<file path="src/rtl/block_pingpong_reorder.sv">
// block_pingpong_reorder: double-buffered BLK_DIM x BLK_DIM block buffer.
// Samples arrive in raster order. Each completed block is emitted in raster,
// transpose or zigzag order, selected by in_mode on the block's first sample.
// While one bank drains, the other bank fills.
// Optional build macro: BLKBUF_LEVEL_SHIFT_EN subtracts 2^(DATA_WIDTH-1) from
// every emitted sample (JPEG level shift). Handshake timing is the same with
// or without it.
module block_pingpong_reorder #(
  parameter int DATA_WIDTH = 8,
  parameter int BLK_DIM    = 8,
  parameter int IDX_W      = $clog2(BLK_DIM * BLK_DIM)
) (
  input  logic                  clock,
  input  logic                  reset_n,
  input  logic                  in_valid,
  output logic                  in_ready,
  input  logic [DATA_WIDTH-1:0] in_data,
  input  logic [1:0]            in_mode,
  output logic                  out_valid,
  input  logic                  out_ready,
  output logic [DATA_WIDTH-1:0] out_data,
  output logic [IDX_W-1:0]      out_idx,
  output logic                  out_last,
  output logic                  busy
);

  localparam int DEPTH = BLK_DIM * BLK_DIM;
  // BLK_DIM is a power of two, so the row and column split the index evenly.
  localparam int LOG_DIM = IDX_W / 2;
  localparam logic [IDX_W-1:0] LAST_IDX = IDX_W'(DEPTH - 1);
  localparam logic [IDX_W-1:0] ZERO_IDX = {IDX_W{1'b0}};
  localparam logic [IDX_W-1:0] ONE_IDX  = IDX_W'(1'b1);

  typedef enum logic {
    R_IDLE  = 1'b0,
    R_DRAIN = 1'b1
  } rd_state_e;

  // k-th raster address of the JPEG zigzag walk. Even anti-diagonals run
  // bottom-left to top-right, odd ones top-right to bottom-left.
  function automatic int zz_at(input int k);
    int n;
    int r;
    int c;
    int result;
    n      = 0;
    result = 0;
    for (int s = 0; s < 2 * BLK_DIM - 1; s++) begin
      for (int i = 0; i < BLK_DIM; i++) begin
        if (s % 2 == 0) begin
          r = ((s < BLK_DIM) ? s : BLK_DIM - 1) - i;
          c = s - r;
        end else begin
          c = ((s < BLK_DIM) ? s : BLK_DIM - 1) - i;
          r = s - c;
        end
        if (r >= 0 && c >= 0 && r < BLK_DIM && c < BLK_DIM) begin
          if (n == k) begin
            result = r * BLK_DIM + c;
          end
          n = n + 1;
        end
      end
    end
    return result;
  endfunction

  logic [DATA_WIDTH-1:0] mem_r [2][DEPTH];
  logic [1:0]            full_r;
  logic [1:0]            full_s;
  logic [1:0]            mode_r [2];
  logic                  wr_bank_r;
  logic [IDX_W-1:0]      wr_cnt_r;
  logic                  rd_bank_r;
  logic [IDX_W-1:0]      rd_cnt_r;
  rd_state_e             state_r;
  rd_state_e             state_s;

  logic                  out_valid_r;
  logic [DATA_WIDTH-1:0] out_data_r;
  logic [IDX_W-1:0]      out_idx_r;
  logic                  out_last_r;

  logic                  in_ready_s;
  logic                  wr_fire_s;
  logic                  wr_last_s;
  logic                  rd_fire_s;
  logic                  rd_done_s;
  logic                  valid_s;
  logic                  load_s;
  logic                  load_bank_s;
  logic [IDX_W-1:0]      load_cnt_s;
  logic [1:0]            load_mode_s;
  logic [IDX_W-1:0]      load_addr_s;
  logic [DATA_WIDTH-1:0] load_raw_s;
  logic [DATA_WIDTH-1:0] load_data_s;
  logic [IDX_W-1:0]      zz_s [DEPTH];

  for (genvar k = 0; k < DEPTH; k++) begin : g_zz
    localparam int ZZ_ADDR = zz_at(k);
    assign zz_s[k] = ZZ_ADDR[IDX_W-1:0];
  end

  assign in_ready_s = ~full_r[wr_bank_r];
  assign wr_fire_s  = in_valid & in_ready_s;
  assign wr_last_s  = wr_fire_s & (wr_cnt_r == LAST_IDX);
  assign rd_fire_s  = out_valid_r & out_ready;

`ifdef BLKBUF_LEVEL_SHIFT_EN
  localparam logic [DATA_WIDTH-1:0] MSB_MASK = DATA_WIDTH'(1'b1) << (DATA_WIDTH - 1);
  // Flipping the MSB is the same as subtracting 2^(DATA_WIDTH-1) modulo 2^DATA_WIDTH.
  assign load_data_s = load_raw_s ^ MSB_MASK;
`else
  assign load_data_s = load_raw_s;
`endif

  // Sample storage: write-only on the fill side, no reset needed.
  always_ff @(posedge clock) begin
    if (wr_fire_s) begin
      mem_r[wr_bank_r][wr_cnt_r] <= in_data;
    end
  end

  // Full flags: set by the final write of a bank, cleared by its final read.
  always_comb begin
    full_s = full_r;
    for (int b = 0; b < 2; b++) begin
      full_s[b] = (wr_last_s && (wr_bank_r == 1'(b))) ||
                  (full_r[b] && !(rd_done_s && (rd_bank_r == 1'(b))));
    end
  end

  // Fill-side pointers, per-bank mode latch and full flags.
  always_ff @(posedge clock or negedge reset_n) begin
    if (!reset_n) begin
      full_r    <= 2'b00;
      mode_r[0] <= 2'd0;
      mode_r[1] <= 2'd0;
      wr_bank_r <= 1'b0;
      wr_cnt_r  <= ZERO_IDX;
    end else begin
      full_r <= full_s;
      if (wr_fire_s) begin
        if (wr_cnt_r == ZERO_IDX) begin
          mode_r[wr_bank_r] <= in_mode;
        end
        if (wr_cnt_r == LAST_IDX) begin
          wr_cnt_r  <= ZERO_IDX;
          wr_bank_r <= ~wr_bank_r;
        end else begin
          wr_cnt_r <= wr_cnt_r + ONE_IDX;
        end
      end
    end
  end

  // Drain FSM next state and prefetch decision for the output register.
  always_comb begin
    state_s     = state_r;
    valid_s     = out_valid_r;
    load_s      = 1'b0;
    load_bank_s = rd_bank_r;
    load_cnt_s  = rd_cnt_r;
    rd_done_s   = 1'b0;
    case (state_r)
      R_IDLE: begin
        state_s = full_r[rd_bank_r] ? R_DRAIN : R_IDLE;
      end
      R_DRAIN: begin
        if (!out_valid_r) begin
          // First sample of a freshly entered drain.
          load_s  = 1'b1;
          valid_s = 1'b1;
        end else if (rd_fire_s) begin
          if (rd_cnt_r == LAST_IDX) begin
            rd_done_s   = 1'b1;
            load_bank_s = ~rd_bank_r;
            load_cnt_s  = ZERO_IDX;
            if (full_r[~rd_bank_r]) begin
              // Other bank already waiting: continue without a bubble.
              load_s  = 1'b1;
              valid_s = 1'b1;
            end else begin
              valid_s = 1'b0;
              state_s = R_IDLE;
            end
          end else begin
            load_s     = 1'b1;
            load_cnt_s = rd_cnt_r + ONE_IDX;
          end
        end else begin
          load_s = 1'b0;
        end
      end
      default: begin
        state_s = R_IDLE;
      end
    endcase
  end

  // Read address map and bank read for the sample being prefetched.
  always_comb begin
    load_mode_s = mode_r[load_bank_s];
    case (load_mode_s)
      2'd1:    load_addr_s = {load_cnt_s[LOG_DIM-1:0], load_cnt_s[IDX_W-1:LOG_DIM]};
      2'd2:    load_addr_s = zz_s[load_cnt_s];
      default: load_addr_s = load_cnt_s;
    endcase
    load_raw_s = mem_r[load_bank_s][load_addr_s];
  end

  // Drain state, read pointers and registered output stage.
  always_ff @(posedge clock or negedge reset_n) begin
    if (!reset_n) begin
      state_r     <= R_IDLE;
      rd_bank_r   <= 1'b0;
      rd_cnt_r    <= ZERO_IDX;
      out_valid_r <= 1'b0;
      out_data_r  <= {DATA_WIDTH{1'b0}};
      out_idx_r   <= ZERO_IDX;
      out_last_r  <= 1'b0;
    end else begin
      state_r     <= state_s;
      out_valid_r <= valid_s;
      if (load_s) begin
        rd_bank_r  <= load_bank_s;
        rd_cnt_r   <= load_cnt_s;
        out_data_r <= load_data_s;
        out_idx_r  <= load_addr_s;
        out_last_r <= (load_cnt_s == LAST_IDX);
      end else if (rd_done_s) begin
        rd_bank_r <= ~rd_bank_r;
        rd_cnt_r  <= ZERO_IDX;
      end
    end
  end

  assign in_ready  = in_ready_s;
  assign out_valid = out_valid_r;
  assign out_data  = out_data_r;
  assign out_idx   = out_idx_r;
  assign out_last  = out_last_r;
  assign busy      = full_r[0] | full_r[1] | (wr_cnt_r != ZERO_IDX);

endmodule

</file>
<file path="config.mk">
export PLATFORM = sky130hd
export DESIGN_NAME = block_pingpong_reorder
export DESIGN_NICKNAME = d
export VERILOG_FILES = /design/src/rtl/block_pingpong_reorder.sv
export SDC_FILE = /design/constraint.sdc
export NUM_CORES = 1
export LEC_CHECK = 0
export ABC_AREA = 0
export CAP_MARGIN = 10
export CORE_ASPECT_RATIO = 0.6
export CORE_UTILIZATION = 55
export DETAILED_ROUTE_END_ITERATION = 7
export PLACE_DENSITY = 0.73
export SETUP_SLACK_MARGIN = 0.1
export SYNTH_ARGS = -nofsm -noshare
export SYNTH_HDL_FRONTEND = slang
export SYNTH_SLANG_ARGS = --single-unit
</file>
<file path="constraint.sdc">
create_clock -name clock -period 5.5 [get_ports clock]
set_input_delay 1.1 -clock clock [delete_from_list [all_inputs] [get_ports clock]]
set_output_delay 1.1 -clock clock [all_outputs]
set_load 0.03 [all_outputs]
</file>
; Yosys cells after proc, flatten, opt, wreduce, memory -nomap -nowiden
; Memory sizes are Yosys's and may differ from the RTL's.
; Cells that the tools add are included.
[word_totals]
romBits = 384
input_bits = 14
memories = 2
elab_cells = 110
output_inout_bits = 18
ramBits = 1024
register_bits = 37
[mem_list]
columns = memory, words, width, read_ports, rd_clocked_by_memory_dff, wr, line
row1 = mem_r, 2, 512, 1, 0, 1, 68  ; logic [DATA_WIDTH-1:0] mem_r [2][DEPTH];
row2 = (name not given), 64, 6, 1, 0, 0, 206  ; 2'd2: load_addr_s = zz_s[load_cnt_s];
[classes]
n_addsub = 2
n_eq_ne = 5
n_bitwise = 14
n_lt_le_gt_ge = 10
mux = 48
reduce_logical = 17
[op_table]
columns = cell, n
row1 = $mux W512, 1
row2 = $mux W6, 9
row3 = $bmux W8 S6, 1
row4 = $demux W8 S6, 1
row5 = $mux W1, 25
row6 = $mux W8, 3
row7 = $ge A7 B7 Y1 const B, 3
row8 = $not A6 Y7, 3
row9 = $eq A6 B6 Y1 const B, 3
row10 = $add A6 B1 Y6 const B, 2
row11 = $pmux W6 S2, 1
row12 = $logic_and A1 B1 Y1, 8
row13 = $mux W2, 4
row14 = $lt A7 B1 Y1 const B, 1
row15 = $logic_not A6 Y1, 1
row16 = $lt A1 B2 Y1 const B, 3
row17 = $reduce_bool A6 Y1, 1
row18 = $bwmux W4, 1
row19 = $ge A2 B2 Y1 const B, 2
row20 = $not A1 Y1, 4
row21 = $not A1 Y2, 2
row22 = $reduce_and A2 Y1, 2
row23 = $and A1 B1 Y1, 3
row24 = $demux W2 S1, 1
row25 = 8 further kinds, 11

; Depth between registers and ports, before layout
[depth]
depth_word = 15
depth_mapped = 24
depth_no_buf = 19

; Worst setup path before layout
; Ideal clock, no wire load.
[synth_path]
path_type = input to register
start = input out_ready
end = register out_data_r[6], in the netlist out_data[6]
required_time_ps = 5365
cell_stages = 22
slack_ps = -239
setup_time_ps = 135
t_arrival_ps = 5604
path_buffers = 9
cell_sequence = nand3_2 -> buf_2 -> nor2_1 -> xnor2_1 -> buf_4 -> buf_4 -> buf_2 -> clkbuf_1 -> mux2i_1 -> ha_1 -> clkbuf_1 -> a211o_1 -> nand2_1 -> nor3_4 -> buf_6 -> buf_6 -> buf_2 -> mux4_2 -> a211oi_1 -> nand3_1 -> nand3_1 -> o211ai_1
[synth_via]
elab_chain_cells = 14
word_cells_on_any_way = 26
cone_classes = eq/ne: 2 / mux: 18 / bitwise: 4 / memory: 2
[synth_rtl]
columns = item, line
row1 = start: declaration, 20  ; input logic out_ready,
row2 = $and A1 B1 Y1 (*), 107  ; assign rd_fire_s = out_valid_r & out_ready;
row3 = branches (longest 13 deep; another with $mem_v2 Z64 W6), n/a
row4 = end signal: assignment, 219  ; out_data_r <= {DATA_WIDTH{1'b0}};
row5 = end signal: assignment, 228  ; out_data_r <= load_data_s;
row6 = end: declaration, 80  ; logic [DATA_WIDTH-1:0] out_data_r;
; Mark *: on every way between the ends. The select of a mux whose other input is x is not followed.
; A chain may end at the register's enable or synchronous reset.

; Worst setup path in the final report
[layout_path]
start = input out_ready
end = register out_data_r[7], in the netlist out_data[7]
; The elaborated chain is that of the path after synthesis.

==> run summary <==
The total of fill cells in the finished design came out at 5384. In the synthesized netlist the dominant register cell turns out to be edfxtp_1. The worst setup path is of the in2reg kind. The routed layout has 25200 vias. The remaining global-route overflow came out at 0. The floorplan die height is 219 um. Data on the critical path is required at its endpoint by 6.06 ns. The half-perimeter wire length after detailed placement came out at 73500 um.

The count of nets after finishing is 2666. The congestion estimate from routability-driven global placement came to 0.969. The via count of the first global-routing pass was 24300. The ratio of total power to cell area is 579 nW/um2. Timing would allow up to 0.189 GHz. The final hold violation count is 0. The max-slew violation total from the final report came out at 0. The number of levels the H-tree was split into is 3. The count of routing violations after the opening detailed-route iteration came out at 3902. The share of synthesized area occupied by flip-flops and latches is 0.732. The largest driver fanout on the critical path is 12. The share of flip-flops with an asynchronous set or reset after synthesis came out at 0.0349. 32 I/O pins were placed. The signal on the critical path passes through clkdlybuf4s50_1 > nand3_2 > nor2_2 > xnor2_4 > mux2i_1 > ha_1 > nand2b_1 > a41oi_1 > a31oi_1 > buf_4 > nor3_2 > nand2_1 > o32ai_1 > o41a_1 > o211ai_1.

STA classifies the critical path endpoint as a flip-flop. Setup repair after global routing could not meet its margin everywhere. The die boundary width is 364 um. The final critical delay including setup and external delays is 5.30 ns. The number of nets handed over by synthesis was 2517.

The longest clock path from root to sink contains 3 buffers. The cell area after synthesis is 43300 um2. The count of flip-flops with a built-in enable after synthesis is 1024. In the layout the commonest cells are 1024 x edfxtp_1, 237 x nand2_1, 195 x mux4_2. The count of maximum capacitance violations is 0.

The first detailed-routing pass ran for 6 iterations. The startpoint of the most critical register-to-register path is rd_cnt_r[1]. The biggest cell delay along the critical path came out at 0.66 ns.

The first global-routing pass estimated 167000 um of wire. In the finished design, the share of the clock period the worst path needs comes to 0.964. For the final database, setup skew stands at 0.0470 ns. The detail-routed via count per cell is 6.71. The register clock-pin slew on the reported worst setup and hold paths came out at 0.07 ns.

The library cell used most frequently in the layout, excluding fill and tap cells, is edfxtp_1. The insertion delay to the later sink of the worst-skew pair is 0.70 ns. Ranked by total cell area, the synthesized netlist is headed by edfxtp_1 71%, mux4_2 10%, dfrtp_1 2.1%. The remaining number of nets flagged by the antenna check after routing is 0. A synthesized cell averages 17.4 um2.

The total wirelength of the detailed-routed design came out at 114000 um. The count of mapped cells out of synthesis came out at 2486. The area growth from synthesis to final layout is 12.8%. In this run the most critical hold path is launched from out_idx[4]. The leakage power summed over all cells came out at 0.0159 uW.

The number of synthesis warnings is 0. Of the cells placed in the final design, the portion with a size suffix greater than 1 is 0.207. The count of cell types in the netlist is 82.

The initial antenna violation count was 2. Counting every sink on the clock net gives 1061. Across all hold checks on the routed design, the worst slack comes to 0.481 ns. In this run the critical register-to-register path is captured at out_data[7].

The number of hold buffers added after CTS was 0. The worst-case vdd ir drop came out at 497 uV. The worst setup path is launched from a primary input. The area of the core came out at 77700 um2. In this run, CTS created clock tree buffers numbering 92. The worst relative slew slack is 0.283. The worst hold path was traced through 2 stages. The largest net degree at the start of global routing is 127. The slowest stage of the critical path belongs to the cell o32ai_1. edfxtp_1 takes more of the synthesized area than any other cell. The number of cell rows is 79. The tree is rooted in a clkbuf_16. The final total negative setup slack is 0 ns. The run finished with clean final reports. The path depth of the worst reg2reg path came out at 16. The total die area is 79800 um2. The count of inserted antenna diode cells came out at 0. At the pin with the least slew margin, the transition time is 1.08 ns. Of the post-synthesis cell area, the dominant cell type holds 0.711. The count of buffers added by post-CTS timing repair for setup came out at 0. Setup violations remaining at the end of the flow were counted as 0. The number of I/O port buffers came out at 31. The arrival time of data at the critical path endpoint is 5.86 ns.

Across all register-to-register paths, the minimum setup slack is 0.22 ns. Dividing the detail-routed wire length by the instance count gives 30.4 um. The overall global routing resource usage is 0.290.

The post-route DRC violation count came out at 0. Counting flops and latches in the post-synthesis netlist gives 1061. The worst hold path terminates at out_idx[4]. The starting utilization of the core area came out at 0.557. TritonCTS built the clock tree.

The path class of the tightest hold or removal check is reg2reg.
metal layers:
metal  global-route usage  share of wire  vias up
li1                     -              -    10400
met1                0.456           0.41    12900
met2                0.401           0.43     1703
met3               0.0832           0.14      176
met4               0.0679          0.021        2
met5                    0       0.000079        -
worst max-delay path, delay by kind of cell:
| kind | cells | cell delay [ns] |
|---|---|---|
| buffers and inverters | 2 | 0.69 |
| AOI/OAI and AO/OA | 5 | 1.60 |
| and+or+nand+nor | 5 | 1.52 |
| xor gates and xnor gates | 1 | 0.20 |
| muxes | 1 | 0.33 |
| adders and majority gates | 1 | 0.42 |
state kept, by name, indices dropped and copies added, names as in the netlist:
name and count:
rd_cnt_r 6, mode_r 4, state_r 1, wr_cnt_r 6, out_last 1, out_data 8, wr_bank_r 1, rd_bank_r 1
out_valid 1, out_idx 6, mem_r 1024, full_r 2
area by class of cell:
| class | count | area (um2) | area share |
|---|---|---|---|
| clock inverter | 55 | 599 | 0.0123 |
| clock buffer | 113 | 2400 | 0.0492 |
| inverter | 21 | 78.8 | 0.00162 |
| sequential | 1061 | 31700 | 0.649 |
| timing repair buffer | 211 | 1910 | 0.0392 |
| tap | 1053 | 1320 | 0.0270 |
| multi-input combinational | 1248 | 10800 | 0.222 |
where the power goes:
part / total [uW] / switching [uW] / internal, uW
Combinational: 12400 / 7560 / 4860
Clock: 6530 / 2960 / 3560
Sequential: 9300 / 207 / 9090
Total: 28200 / 10700 / 17500
how the worst max path moves through the flow:
stage | startpoint | end | cells after the start
2_1_floorplan | out_ready | out_data[6] | 22
5_1_grt | rd_cnt_r[1] | out_data[7] | 16
6_report | out_ready | out_data[7] | 15
3_5_place_dp | out_ready | out_data[1] | 16
4_1_cts | rd_cnt_r[5] | out_data[1] | 16
3_3_place_gp | out_ready | out_data[6] | 14
cell usage after synthesis (all sizes together) (10+ instances only):
master,count
a21oi,54
a221oi,44
a22oi,33
a31oi,19
a32oi,11
and2,10
and3,63
buf,99
clkbuf,57
dfrtp,37
edfxtp,1024
ha,17
inv,21
mux2i,36
mux4,195
nand2,239
nand2b,10
nand3,49
nand4,34
nor2,160
nor3,16
o2111ai,16
o211ai,36
o21ai,40
o221ai,10
o32ai,11
or3,16
logic make-up after synthesis:
group	Yosys count	share of synthesized area
xor+xnor	9	0.00217
buf+inv	177	0.0196
simple gates	630	0.0685
fa+ha+maj	17	0.00492
mux	235	0.111
flops	1061	0.732
compound gates	357	0.0618
through the flow:
step	std cells	util	setup slack (ns)	instance area, um2	power, uW
floorplan	2486	-	0.155	43300	16400
global placement	3594	0.589	-0.282	45800	21400
detailed placement	3594	0.589	-0.292	45800	21500
CTS	3762	0.628	0.336	48800	28000
global route	3762	0.628	0.0926	48800	29100
finish	3762	0.628	0.196	48800	28200
what timing repair did:
action	4_1_cts	5_1_grt
setup endpoints to repair	0	8
endpoints found under the hold margin	0	0
gates resized for setup	0	2
(Power assumes the default switching activity.)
